`src/rtl/hazard_unit_pkg.sv`:
```
// -----------------------------------------------------------------------------
// hazard_unit_pkg
// Shared CPU pipeline constants used by hazard_unit:
//   - hz_state_e : hazard-control FSM state encodings (RUN/MEM_WAIT/ERR)
//   - fwd_sel_e  : operand forwarding select encodings (00/01/10)
//   - register-address and wait-counter widths
// -----------------------------------------------------------------------------
package hazard_unit_pkg;

    // Architectural register address width (x0..x31).
    localparam int REG_ADDR_W = 5;

    // Wide enough for the largest legal MEM_TIMEOUT (65535).
    localparam int WAIT_CNT_W = 16;

    // Hazard-control FSM. HZ_RSVD is never entered; it decodes back to RUN.
    typedef enum logic [1:0] {
        HZ_RUN      = 2'd0,
        HZ_MEM_WAIT = 2'd1,
        HZ_ERR      = 2'd2,
        HZ_RSVD     = 2'd3
    } hz_state_e;

    // Forwarding mux selects shared with the forwarding unit.
    typedef enum logic [1:0] {
        FWD_NONE = 2'b00,   // operand from register file
        FWD_MEM  = 2'b01,   // operand from EX/MEM result
        FWD_WB   = 2'b10    // operand from MEM/WB result
    } fwd_sel_e;

endpackage

```
`src/rtl/hazard_unit_sat_counter.sv`:
```
// -----------------------------------------------------------------------------
// sat_counter
// W-bit up-counter that sticks at all-ones instead of wrapping.
// Ports:
//   clk   : clock, rising-edge
//   rst   : asynchronous active-high reset, clears the count
//   inc   : add one on this edge (ignored once saturated)
//   clr   : synchronous clear, takes priority over inc
//   count : current count
// -----------------------------------------------------------------------------
module sat_counter #(
    parameter int W = 32
) (
    input  logic         clk,
    input  logic         rst,
    input  logic         inc,
    input  logic         clr,
    output logic [W-1:0] count
);

    logic [W-1:0] count_q;
    logic [W-1:0] count_d;
    logic         at_max;

    assign at_max = &count_q;

    always_comb begin
        count_d = count_q;
        if (clr) begin
            count_d = '0;
        end else if (inc && !at_max) begin
            count_d = count_q + {{(W-1){1'b0}}, 1'b1};
        end
    end

    always_ff @(posedge clk or posedge rst) begin
        if (rst) begin
            count_q <= '0;
        end else begin
            count_q <= count_d;
        end
    end

    assign count = count_q;

endmodule

```
`src/rtl/hazard_unit.sv`:
```
// -----------------------------------------------------------------------------
// hazard_unit
// Pipeline hazard controller for a 5-stage in-order core. Decides each cycle
// whether to stall or flush pipeline registers, based on:
//   - data-memory back-pressure (freeze the whole pipe while MEM waits),
//   - taken branches resolved in EX (flush the two younger instructions),
//   - load-use dependencies (insert one bubble behind a load).
// A small FSM tracks outstanding memory waits and escalates to a sticky
// error state when memory fails to answer within MEM_TIMEOUT cycles.
//
// Parameters:
//   MEM_TIMEOUT : max consecutive MEM_WAIT cycles before ERR (1..65535)
//   CNT_W       : width of the stall_cycles performance counter
// Ports:
//   clk, rst               : clock, async active-high reset
//   id_rs1, id_rs2         : ID-stage source registers
//   id_uses_rs1/2          : ID instruction really reads rs1/rs2
//   ex_rd, ex_MemRead      : EX-stage destination and load flag
//   ex_branch_taken        : EX redirect
//   mem_req, mem_ready     : MEM-stage data-memory handshake
//   stall_f/d/e            : hold PC+IF/ID, ID/EX, EX/MEM
//   flush_d/e/m            : bubble IF/ID, ID/EX, MEM/WB
//   mem_timeout            : high while in ERR
//   hz_state               : current FSM encoding
//   stall_cycles           : saturating count of edges with stall_f high
// -----------------------------------------------------------------------------
module hazard_unit
    import hazard_unit_pkg::*;
#(
    parameter int unsigned MEM_TIMEOUT = 255,
    parameter int          CNT_W       = 32
) (
    input  logic                  clk,
    input  logic                  rst,
    input  logic [REG_ADDR_W-1:0] id_rs1,
    input  logic [REG_ADDR_W-1:0] id_rs2,
    input  logic                  id_uses_rs1,
    input  logic                  id_uses_rs2,
    input  logic [REG_ADDR_W-1:0] ex_rd,
    input  logic                  ex_MemRead,
    input  logic                  ex_branch_taken,
    input  logic                  mem_req,
    input  logic                  mem_ready,
    output logic                  stall_f,
    output logic                  stall_d,
    output logic                  stall_e,
    output logic                  flush_d,
    output logic                  flush_e,
    output logic                  flush_m,
    output logic                  mem_timeout,
    output logic [1:0]            hz_state,
    output logic [CNT_W-1:0]      stall_cycles
);

    localparam logic [WAIT_CNT_W:0] TIMEOUT_LIM = (WAIT_CNT_W+1)'(MEM_TIMEOUT);

    hz_state_e             state_q;
    hz_state_e             state_d;
    logic [WAIT_CNT_W-1:0] wait_cnt_q;
    logic [WAIT_CNT_W-1:0] wait_cnt_d;
    logic [WAIT_CNT_W:0]   wait_inc;

    logic mem_stall;
    logic freeze;
    logic rs1_hit;
    logic rs2_hit;
    logic load_use;

    // ---------------------------------------------------------------------
    // Hazard detection
    // ---------------------------------------------------------------------
    assign mem_stall = mem_req && !mem_ready;

    // ERR freezes unconditionally; RUN/MEM_WAIT freeze only while memory is
    // holding off an access. The reserved encoding never freezes.
    assign freeze = (((state_q == HZ_RUN) || (state_q == HZ_MEM_WAIT)) && mem_stall)
                    || (state_q == HZ_ERR);

    // x0 is hard-wired zero, so a load targeting it never creates a hazard.
    assign rs1_hit  = id_uses_rs1 && (ex_rd == id_rs1);
    assign rs2_hit  = id_uses_rs2 && (ex_rd == id_rs2);
    assign load_use = ex_MemRead && (ex_rd != '0) && (rs1_hit || rs2_hit);

    // ---------------------------------------------------------------------
    // Stall / flush decode (combinational, same-cycle)
    // ---------------------------------------------------------------------
    // A branch sitting in a frozen EX keeps ex_branch_taken asserted, so its
    // flush naturally fires on the first cycle the freeze lifts.
    always_comb begin
        stall_f = 1'b0;
        stall_d = 1'b0;
        stall_e = 1'b0;
        flush_d = 1'b0;
        flush_e = 1'b0;
        flush_m = 1'b0;
        if (rst) begin
            // Everything stays quiet while reset is held.
        end else if (freeze) begin
            // Hold IF..EX in place and keep a bubble flowing into WB so the
            // stalled MEM instruction is not retired twice.
            stall_f = 1'b1;
            stall_d = 1'b1;
            stall_e = 1'b1;
            flush_m = 1'b1;
        end else if (ex_branch_taken) begin
            // Both younger instructions are on the wrong path; any load-use
            // they raised is moot.
            flush_d = 1'b1;
            flush_e = 1'b1;
        end else if (load_use) begin
            // Keep the consumer in ID one cycle and send a bubble to EX; the
            // load moves on to MEM on the next edge, so one bubble suffices.
            stall_f = 1'b1;
            flush_e = 1'b1;
        end
    end

    // ---------------------------------------------------------------------
    // Memory-wait FSM
    // ---------------------------------------------------------------------
    assign wait_inc = {1'b0, wait_cnt_q} + {{WAIT_CNT_W{1'b0}}, 1'b1};

    always_comb begin
        state_d    = state_q;
        wait_cnt_d = wait_cnt_q;
        unique case (state_q)
            HZ_RUN: begin
                if (mem_stall) begin
                    state_d    = HZ_MEM_WAIT;
                    wait_cnt_d = '0;
                end
            end
            HZ_MEM_WAIT: begin
                if (mem_ready || !mem_req) begin
                    // Access completed (or was withdrawn): resume.
                    state_d = HZ_RUN;
                end else begin
                    wait_cnt_d = wait_inc[WAIT_CNT_W-1:0];
                    if (wait_inc >= TIMEOUT_LIM) begin
                        state_d = HZ_ERR;
                    end
                end
            end
            HZ_ERR: begin
                // Absorbing until reset.
                state_d = HZ_ERR;
            end
            default: begin
                state_d    = HZ_RUN;
                wait_cnt_d = '0;
            end
        endcase
    end

    always_ff @(posedge clk or posedge rst) begin
        if (rst) begin
            state_q    <= HZ_RUN;
            wait_cnt_q <= '0;
        end else begin
            state_q    <= state_d;
            wait_cnt_q <= wait_cnt_d;
        end
    end

    assign mem_timeout = (state_q == HZ_ERR);
    assign hz_state    = state_q;

    // ---------------------------------------------------------------------
    // Performance counter
    // ---------------------------------------------------------------------
    sat_counter #(
        .W (CNT_W)
    ) u_stall_cnt (
        .clk   (clk),
        .rst   (rst),
        .inc   (stall_f),
        .clr   (1'b0),
        .count (stall_cycles)
    );

endmodule

```
`config.mk`:
```
export PLATFORM = sky130hd
export DESIGN_NAME = hazard_unit
export DESIGN_NICKNAME = d
export VERILOG_FILES = /design/src/rtl/hazard_unit_pkg.sv /design/src/rtl/hazard_unit_sat_counter.sv /design/src/rtl/hazard_unit.sv
export SDC_FILE = /design/constraint.sdc
export NUM_CORES = 1
export LEC_CHECK = 0
export CAP_MARGIN = 20
export CORE_UTILIZATION = 40
export CTS_BUF_LIST = sky130_fd_sc_hd__clkbuf_8
export CTS_CLUSTER_SIZE = 10
export DETAILED_ROUTE_END_ITERATION = 8
export GPL_ROUTABILITY_DRIVEN = 0
export PLACE_DENSITY = 0.63
export SYNTH_ARGS = -nofsm -noshare
export SYNTH_HDL_FRONTEND = slang
export SYNTH_SLANG_ARGS = --single-unit
```
`constraint.sdc`:
```
create_clock -name clk -period 5.95 [get_ports clk]
set_input_delay 1.19 -clock clk [delete_from_list [all_inputs] [get_ports clk]]
set_output_delay 1.19 -clock clk [all_outputs]
set_load 0.02 [all_outputs]
```
After elaboration in Yosys (flattened, before gate mapping)
Index checks and enable logic that the tools add are counted.
- flip-flop bits (word level): 50
- memory bits (read-only): 0
- logic and storage cells: 52
- latch bits: 0
- RAM bits: 0
- output and inout port bits: 41
- memories: 0
- divide/modulo/power cells: 0
- bitwise gates (word level): 1
- equality and inequality tests: 7
- shifts and indexed selects: 0
- multipliers: 0
- reduce and logical (&&, ||, !) cells: 19
- multiplexer cells: 19
- $lt $le $gt $ge: 1
- $add $sub $neg: 2
- operators with widths (kind ; count):
    16-bit one-hot mux with 3 select lines ; 1
    32-bit by 1-bit adder with 32-bit output (second input constant) ; 1
    16-bit 2-to-1 mux ; 2
    32-bit AND reduction ; 1
    16-bit by 1-bit adder with 17-bit output (second input constant) ; 1
    17-bit by 8-bit >= comparator with 1-bit output (second input constant) ; 1
    1-bit 2-to-1 mux ; 12
    5-bit == test ; 2
    1-bit logical AND ; 7
    2-bit 2-to-1 mux ; 3
    2-bit one-hot mux with 3 select lines ; 1
    5-bit nonzero test ; 1
    1-bit logical OR ; 4
    2-bit != test (second input constant) ; 2
    1-bit logical NOT ; 3
    3-bit by 1-bit != test with 1-bit output (second input constant) ; 1
    3-bit AND reduction ; 1
    2-bit by 1-bit == test with 1-bit output (second input constant) ; 1
    2-bit == test (second input constant) ; 1
    2-bit logical NOT ; 1
    2-bit AND reduction ; 1
    1-bit inverter ; 1

Logic depth before layout (Yosys ltp)
- word-level depth: 9
- mapped depth: 10
- mapped depth without buffers: 8

By module
Synthesis repeated with hierarchy kept, for this count alone.
- cell total of the unflattened synthesis: 374
- area, all modules: 3239.4 µm²
- modules (own cells, without submodules) (module ; cells each ; area each (µm²) ; times used):
    sat_counter ; 203 ; 1840.5 ; 1
    hazard_unit ; 171 ; 1398.8 ; 1

Least setup slack after synthesis
OpenSTA, ideal clock, no wires.
- path type: input-to-output
- start: in mem_req
- end: out stall_d
- data arrival time: 2321 ps
- setup slack: 2439 ps
- stages: 4
- cell sequence: nor3b_1 > nor2_1 > nor2_1 > buf_4
- cells in the longest elaborated chain, start to end: 5
- ends and longest elaborated chain (what ; line ; source):
    start, declared ; hazard_unit.sv:42 ; input logic mem_req,
    1-bit logical AND ; hazard_unit.sv:72 ; assign mem_stall = mem_req && !mem_ready;
    1-bit logical AND ; hazard_unit.sv:76 ; assign freeze = (((state_q == HZ_RUN) || (state_q == HZ_MEM_WAIT)) && mem_stall)
    1-bit logical OR ; hazard_unit.sv:77 ; || (state_q == HZ_ERR);
    1-bit 2-to-1 mux (2 in series) ; -- ;
    end, declared ; hazard_unit.sv:45 ; output logic stall_d,
Every way passes these cells.

Worst setup path in the final report
- start: in mem_req
- end: out stall_f
- cells in the longest elaborated chain, start to end: 5
- ends and longest elaborated chain (what ; line ; source):
    1-bit logical AND ; hazard_unit.sv:72 ;
    1-bit logical AND ; hazard_unit.sv:76 ;
    1-bit logical OR ; hazard_unit.sv:77 ;
    1-bit 2-to-1 mux ; hazard_unit.sv:98 ; end else if (freeze) begin
    1-bit 2-to-1 mux ; hazard_unit.sv:96 ; if (rst) begin
    end, declared ; hazard_unit.sv:44 ; output logic stall_f,
Every way passes these cells.

==> results.sh <==
export IMPL_path_class="input pin to primary output"
export IMPL_grt_max_degree=51
export IMPL_whs_ns=0.491
export IMPL_area_growth_pct=28.1
export IMPL_fp_coreArea_um2=6790
export IMPL_hold_path_end="u_stall_cnt.count[27]$_DFFE_PP0P_"
export IMPL_r2r_setup_slack_ns=3.25
export IMPL_initial_core_util_pct=41.2
export IMPL_finalWirelength_mm=6.16
export IMPL_worst_pin_slew_ns=0.977
export IMPL_async_flop_share_pct=100
export IMPL_clock_path_buffers=2
export IMPL_synthTopCellsByArea="dfrtp_1 (45%), xnor2_1 (8.8%), xor2_1 (5.3%), nand4_1 (4.7%), o21ai_0 (4.5%)"
export IMPL_layout_commonest_cell="clkdlybuf4s50_1"
export IMPL_setup_tns_ns=0
export IMPL_clock_sinks=50
export IMPL_cts_clk_slew_worst_paths_ns=0.10
export IMPL_worst_clock_skew_ns=0.0146
export IMPL_slew_headroom_pct=34.2
export IMPL_rsz0062_at_grt="no"
export IMPL_die_w_um=85.7
export IMPL_yosysUniqueCellTypes=41
export IMPL_cts_hold_buf=0
export IMPL_htreeDepth=2
export IMPL_hpwl_mm=4.39
export IMPL_vias_per_cell=5.24
export IMPL_crit_fanout=6
export IMPL_hold_path_class="register to register"
export IMPL_dr_pass1_iters=4
export IMPL_fin_nets=378
export IMPL_postSynthAreaPerCell_um2=9.52
export IMPL_via_count=2352
export IMPL_final_period_utilization_pct=74.3
export IMPL_grt_pass1_vias=2237
export IMPL_dp_cells=439
export IMPL_portBuffers=63
export IMPL_synth_simple_gate_area_share_pct=24.6
export IMPL_ctsRootBufferMaster="clkbuf_8"
export IMPL_final_area_um2=3590
export IMPL_maxCapViolations=0
export IMPL_final_util_pct=52.8
export IMPL_p_total_uw=801
export IMPL_ys_seq_area_share_pct=44.7
export IMPL_start_kind="input pin"
export IMPL_slew_violations=0
export IMPL_synth_fa_ha_area_share_pct=1.34
export IMPL_drc=0
export IMPL_cts_buffers=5
export IMPL_place_ws_ns=1.54
export IMPL_power_leakage_nw=1.46
export IMPL_end_kind="primary output"
export IMPL_io_pins=64
export IMPL_setup_viol=0
export IMPL_synth_compound_area_share_pct=10.5
export IMPL_antenna_left=0
export IMPL_crit_path_max_incr_delay_ns=0.64
export IMPL_path_cells="clkdlybuf4s50_1, nor3b_1, nor2_1, o22ai_2, clkdlybuf4s50_1"
export IMPL_final_cell_mix="clkdlybuf4s50_1 (63), dfrtp_1 (50), xnor2_1 (28), o21ai_0 (25), nand2_1 (23)"
export IMPL_grt_ovfl_total=0
export IMPL_cts_setup_buffers=0
export IMPL_rows=30
export IMPL_cts_tree="yes"
export IMPL_r2r_end="u_stall_cnt.count[1]$_DFFE_PP0P_"
export IMPL_cp_num_buf_inv=2
export IMPL_syn_cell_area_um2=2800
export IMPL_cts_resized=0
export IMPL_place_area_um2=3460
export IMPL_yosys_area_top_type="dfrtp_1"
export IMPL_netlist_area_leader_share_pct=44.7
export IMPL_status="complete, no violations"
export IMPL_crit_path_top_delay_cell="clkdlybuf4s50_1"
export IMPL_synth_xor_area_share_pct=14.1
export IMPL_crit_required_ns=4.76
export IMPL_vdd_drop_max_uv=104
export IMPL_p_per_area_nw_per_um2=223
export IMPL_r2r_cells=7
export IMPL_arrival_ns=3.23
export IMPL_drive_gt1_share_pct=5.10
export IMPL_max_clock_freq_mhz=226
export IMPL_postLayoutSetupSlackWorst_ns=1.53
export IMPL_clk_latency_ns=0.32
export IMPL_stdcell_count=449
export IMPL_period_needed_ns=4.42
export IMPL_cpMostUsedCell="clkdlybuf4s50_1"
export IMPL_antennaDiodeCount=0
export IMPL_die_area_um2=7340
export IMPL_grt_pass1_wl_mm=10.5
export IMPL_hold_path_depth=1
export IMPL_synth_edf_count=0
export IMPL_grt_antenna_before_repair=0
export IMPL_min_from="u_stall_cnt.count[27]$_DFFE_PP0P_"
export IMPL_fp_dieH_um=85.7
export IMPL_synth_top_family_by_area="simple AND/OR/NAND/NOR gates"
export IMPL_r2r_start="u_stall_cnt.count[0]$_DFFE_PP0P_"
export IMPL_wl_per_cell_um=13.7
export IMPL_muxShareOfSynthArea_pct=1.16
export IMPL_initialDrtViolationCount=102
export IMPL_cp_top_family="buffers and inverters"
export IMPL_syn_inst=294
export IMPL_ys_seq_elements=50
export IMPL_ys_warn_count=0
export IMPL_final_hold_viol_count=0
export IMPL_synth_ff_type="dfrtp_1"
export IMPL_synth_nets=320
export IMPL_grt_total_usage_pct=17.7
-- where the power goes --
part | switching (mW) | internal, mW
clock | 0.128 | 0.0868
sequential | 0.0310 | 0.361
combinational | 0.102 | 0.0921
-- registers in the layout (all words and copies together), names as in the netlist --
signal             flops
hz_state               2
u_stall_cnt.count     32
wait_cnt_q            16
-- kinds of logic after synthesis --
family	after synthesis
mux	3
flops	50
compound gates	49
xor+xnor	45
simple gates	126
fa+ha+maj	3
buf+inv	18
-- layout make-up --
class	instances	area, µm²
clock inverters	3	26.3
fillers	624	3210
clock buffers	5	68.8
inverters	4	15.0
multi-input cells	226	1450
well taps	96	120
flip-flops and latches	50	1250
repair buffers	65	658
-- worst max path at each step --
stage              end  slack, ns  cells past startpoint    start
3_5_place_dp   stall_f       1.54                      5  mem_req
5_1_grt        stall_f       1.36                      5  mem_req
6_report       stall_f       1.53                      5  mem_req
3_3_place_gp   stall_f       1.59                      5  mem_req
4_1_cts        stall_f       1.53                      5  mem_req
2_1_floorplan  stall_d       2.44                      4  mem_req
-- cells in the mapped netlist (2+ instances only) --
cell type	instances
buf_4	2
xor2_1	17
nand3_2	2
buf_6	2
nor3b_1	3
xnor2_1	28
o21ai_0	25
nor2_1	16
nor4_1	5
mux2_2	2
a31oi_1	4
and4_1	4
nand2b_1	3
nor3_1	8
a21oi_1	5
and2b_1	2
nand4_1	21
and3_1	9
nand3_1	20
dfrtp_1	50
o31ai_1	6
clkbuf_1	9
inv_1	4
or3_1	2
o21a_1	3
and2_1	3
ha_1	3
nand2_1	23
-- layer usage --
metal / wire [µm] / GRT usage [%] / up-vias / part of all wire (%)
met2: 3010 / 30.6 / 51 / 49
met5: 0 / 0 / - / 0
met1: 2920 / 23.0 / 1127 / 47
met4: 49 / 4.39 / 0 / 0.80
met3: 180 / 2.98 / 7 / 2.9
li1: - / - / 1167 / -
No activity file was read; power rests on OpenSTA's default activity.
